## src/rtl/regs.sv

```systemverilog
// regs: RV32I general-purpose register file, 32 x 32-bit, x0 hardwired to zero.
// Latency: read ports 1/2 are combinational with write bypass; the debug port is registered (1 cycle); writes land at the rising edge.
// Backpressure: none; every write is accepted on the edge it is presented.
//
// Ports:
//   clk           core clock, all state updates on the rising edge
//   rst           synchronous active-low reset
//   reg_waddr_i   write index (rd) from execute
//   reg_wdata_i   write data from execute
//   reg_wen_i     write enable from execute
//   reg1_raddr_i  read port 1 index (rs1) from decode
//   reg1_rdata_o  read port 1 data, combinational
//   reg2_raddr_i  read port 2 index (rs2) from decode
//   reg2_rdata_o  read port 2 data, combinational
//   dbg_raddr_i   debug read index
//   dbg_rdata_o   debug read data, registered, committed state only
module regs (
  input  logic        clk,
  input  logic        rst,
  input  logic [4:0]  reg_waddr_i,
  input  logic [31:0] reg_wdata_i,
  input  logic        reg_wen_i,
  input  logic [4:0]  reg1_raddr_i,
  output logic [31:0] reg1_rdata_o,
  input  logic [4:0]  reg2_raddr_i,
  output logic [31:0] reg2_rdata_o,
  input  logic [4:0]  dbg_raddr_i,
  output logic [31:0] dbg_rdata_o
);

  // x0 has no storage; the array starts at x1.
  logic [31:0] regs_q [1:31];

  logic wr_hit;
  assign wr_hit = reg_wen_i && (reg_waddr_i != 5'd0);

  always_ff @(posedge clk) begin
    if (!rst) begin
      for (int i = 1; i < 32; i++) begin
        regs_q[i] <= '0;
      end
      dbg_rdata_o <= '0;
    end else begin
      if (wr_hit) begin
        regs_q[reg_waddr_i] <= reg_wdata_i;
      end
      // Reads pre-write storage: the debug view never sees the bypass.
      if (dbg_raddr_i == 5'd0) begin
        dbg_rdata_o <= '0;
      end else begin
        dbg_rdata_o <= regs_q[dbg_raddr_i];
      end
    end
  end

  // Read port 1: reset, then x0, then same-cycle bypass from execute, then storage.
  always_comb begin
    reg1_rdata_o = '0;
    if (rst && (reg1_raddr_i != 5'd0)) begin
      if (reg_wen_i && (reg_waddr_i == reg1_raddr_i)) begin
        reg1_rdata_o = reg_wdata_i;
      end else begin
        reg1_rdata_o = regs_q[reg1_raddr_i];
      end
    end
  end

  // Read port 2: same priority as port 1, bypassing independently.
  always_comb begin
    reg2_rdata_o = '0;
    if (rst && (reg2_raddr_i != 5'd0)) begin
      if (reg_wen_i && (reg_waddr_i == reg2_raddr_i)) begin
        reg2_rdata_o = reg_wdata_i;
      end else begin
        reg2_rdata_o = regs_q[reg2_raddr_i];
      end
    end
  end

endmodule
```

## config.mk

```make
export PLATFORM = sky130hd
export DESIGN_NAME = regs
export DESIGN_NICKNAME = d
export VERILOG_FILES = /design/src/rtl/regs.sv
export SDC_FILE = /design/constraint.sdc
export NUM_CORES = 2
export LEC_CHECK = 0
export BUFFER_PORTS_ARGS = -buffer_cell sky130_fd_sc_hd__buf_2
export CAP_MARGIN = 20
export CORE_ASPECT_RATIO = 1.5
export CORE_MARGIN = 2
export CORE_UTILIZATION = 55
export DETAILED_ROUTE_END_ITERATION = 10
export GPL_ROUTABILITY_DRIVEN = 0
export PLACE_DENSITY = 0.75
export REMOVE_ABC_BUFFERS = 1
export SYNTH_ARGS = -nofsm -noshare
export SYNTH_HDL_FRONTEND = slang
export SYNTH_SLANG_ARGS = --single-unit
```

## constraint.sdc

```tcl
create_clock -name clk -period 10.1 [get_ports clk]
set_input_delay 1.01 -clock clk [delete_from_list [all_inputs] [get_ports clk]]
set_output_delay 1.01 -clock clk [all_outputs]
set_load 0.05 [all_outputs]
```

==> results.tsv <==
metric	value	unit
pre-CTS WS	4.366	ns
PnR Total Power	11.27	mW
HPWL after detailed placement	139300	microns
Leak Pwr	24.32	nW
Data required, critical path	9.09	ns
Crit Path Max Fanout	36	
CTS Sinks	1056	
total grt overflow	0	
final setup skew	0.02506	ns
Worst Reg-to-Reg Cells	4	
Final Core Density	0.6046	
share of the synthesized area in the top cell type	0.4788	
post-CTS setup buffer count	0	
worst hold path class	input port to register	
Resized cells post-CTS	0	
CTS max path bufs	3	
largest net degree at the start of global routing	118	
P&R area growth vs syn	9.024	%
port bufs	150	
dpl cells	5809	
Die H	422.5	microns
Cells after Synth	4464	
critical path's slowest cell	buf_4	
Finish-stage setup viols	0	
Clk Latency, worst-skew pair	0.77	ns
slowest cell delay on critical path	0.76	ns
share of layout cells above drive strength 1	0.2749	
first-pass GRT wire length	332800	microns
Site Rows	153	
R2R Setup Slk	8.06	ns
asr flop ratio synth	0	
fmax	164.1	MHz
Yosys cell types	50	
most numerous cell on the critical path	buf_4	
Routed Antenna Nets	0	
die area	119600	sq um
CORE AREA	115800	sq um
CP endpoint kind	primary output	
CP arrival	5.08	ns
vias in the first global route	46280	
relative slew slack	0.1741	
drt drc	0	
Finished Layout Cells	6019	
post-route setup slack	4.006	ns
critical path class	input port to primary output	
Iter 0 DRT Violations	8292	
max cap viols	0	
Pins Over Slew Limit	0	
Yosys warning total	0	
synthesized flop and latch total	1056	
CTS tree	built	
Buf/Inv on CP	5	
Post-CTS Hold Buffers	0	
Crit path depth	8	
reg2reg end	dbg_rdata_o[24]	
Post-synth EDFFs	1024	
Post-synth top flop	edfxtp_1	
Mapped Area	64230	sq um
CTS HTree Levels	3	
Worst Setup SP	reg2_raddr_i[4]	
period utilization	0.6034	
worst-margin pin slew	1.239	ns
detailed-route wire length per cell	39.42	microns
Startpoint Class	input port	
antenna violations before repair	25	
root buf cell	clkbuf_16	
fill cell count	8593	
Hold Fails Final Rpt	0	
Clock Pin Slew Worst Setup and Hold Paths	0.07	ns
Synth Area per Inst	14.39	sq um
top cells by area, synth	edfxtp_1 (48%), mux4_2 (25%), and2_1 (9.7%)	
placed instance area	66450	sq um
kind of cell adding the most delay to the critical path	buffers and inverters	
status	finished clean	
register area share after synthesis	0.4887	
Total Routing Usage GR	0.3956	
Design Area, Final	70020	sq um
PwrDens	160.9	nW/um^2
worst vdd ir	0.1300	mV
final setup TNS	0	ns
total wire length	237300	microns
unrepaired setup endpoints after global routing	no	
Initial Util	0.5545	
DR pass1 iterations	6	
via count	46250	
final hold slack	0.7569	ns
cell breakdown of the critical path	buf_4 -> buf_4 -> inv_4 -> buf_4 -> o211ai_1 -> a31oi_1 -> a221o_1 -> buf_2	
fin crit period	6.094	ns
IO Pins	151	
layout net count	4419	
Via density	7.684	
critical path endpoint	reg2_rdata_o[14]	
die width	283.0	microns
Yosys top cell by area	edfxtp_1	
Num CTS Buffers	103	
Reg-to-Reg Start	regs_q[27][24]	
==> power by group <==
| part | switching [mW] | leakage, nW | internal [mW] |
|---|---|---|---|
| Clock | 1.83 | 1.70 | 2.32 |
| Combinational | 1.14 | 12.6 | 0.736 |
| Sequential | 0.183 | 10.0 | 5.06 |
==> layer usage <==
metal	GRT usage	routed length, microns	up-vias
met5	0	79	-
met4	0.3473	25000	12
met3	0.1127	32460	1398
met2	0.6076	108800	4463
met1	0.4552	70910	22980
li1	-	-	17400
==> registers in the layout (all words and copies together), names as in the netlist <==
register / cells
dbg_rdata_o: 32
regs_q: 1024
==> final cells by class <==
| type | instances | area [sq um] | share of cell area |
|---|---|---|---|
| tap | 1550 | 1939 | 0.02770 |
| antenna | 16 | 40.04 | 0.0005718 |
| clock inverter | 68 | 770.7 | 0.01101 |
| inverter | 38 | 148.9 | 0.002126 |
| clock buffer | 126 | 2764 | 0.03947 |
| timing repair buffer | 271 | 1823 | 0.02604 |
| sequential | 1056 | 31390 | 0.4483 |
| multi-input combinational | 2894 | 31140 | 0.4448 |
==> cells in the mapped netlist (2+ instances only) <==
cell,instances
a21o_1,31
a21oi_1,3
a221o_1,32
a221oi_1,126
a22oi_1,64
a31oi_1,32
a32o_1,30
and2_1,993
and3_1,2
buf_1,23
buf_2,104
buf_4,37
buf_6,20
clkbuf_1,322
clkinv_1,26
dfxtp_1,32
edfxtp_1,1024
inv_1,11
mux2i_1,284
mux4_2,706
nand2_1,161
nand2b_1,30
nand3_1,97
nand3b_1,4
nand4_1,3
nand4b_1,2
nor2_1,68
nor2b_1,5
nor3_1,3
nor3b_1,2
nor4_1,3
o2111a_1,2
o211ai_1,30
o21ai_0,96
o21ai_1,32
or3_1,2
xnor2_1,6
xor2_1,4
==> kinds of logic after synthesis <==
logic type / share of synthesized area
buffers and inverters: 0.03844
AND/OR/NAND/NOR: 0.1238
flip-flops: 0.4887
AO/OA/AOI/OAI: 0.05578
multiplexers: 0.2918
other: 0.00005839
XOR/XNOR: 0.001364
==> worst reg2reg max path, stage by stage, from the launching register on <==
cell and delay [ns]:
edfxtp_1 0.42, mux4_2 0.49, mux4_2 0.55, nand3_1 0.11, o21ai_1 0.23
==> how the worst min path moves through the flow <==
stage | start | end | slack (ns) | cells past startpoint
6_report | reg_wdata_i[2] | regs_q[0][2] | 0.76 | 1
5_1_grt | reg_wdata_i[9] | regs_q[0][9] | 0.77 | 1
4_1_cts | reg_wdata_i[0] | regs_q[0][0] | 0.73 | 1
3_5_place_dp | regs_q[14][20] | dbg_rdata_o[20] | 0.99 | 4
3_3_place_gp | regs_q[15][11] | dbg_rdata_o[11] | 0.97 | 4
2_1_floorplan | regs_q[14][23] | dbg_rdata_o[23] | 0.91 | 4
==> cells in the final DEF (no fill, tap or decap), types with 14 or more instances in the layout <==
cell type	n
a221o_1	32
o211ai_1	30
diode_2	16
edfxtp_1	1024
o21ai_4	32
o21ai_0	64
nand2_1	161
mux2i_1	284
a31oi_1	32
nor2_1	35
conb_1	32
and2_1	993
a21o_1	31
mux4_2	706
bufinv_16	14
nand3_1	97
nand2b_1	30
clkinv_1	37
clkinv_2	19
a32o_1	30
a22oi_1	64
a221oi_1	126
buf_4	119
nor2_4	34
dfxtp_1	32
buf_2	137
clkbuf_16	103
o21ai_1	32
Power figures use the tool's default switching activity.
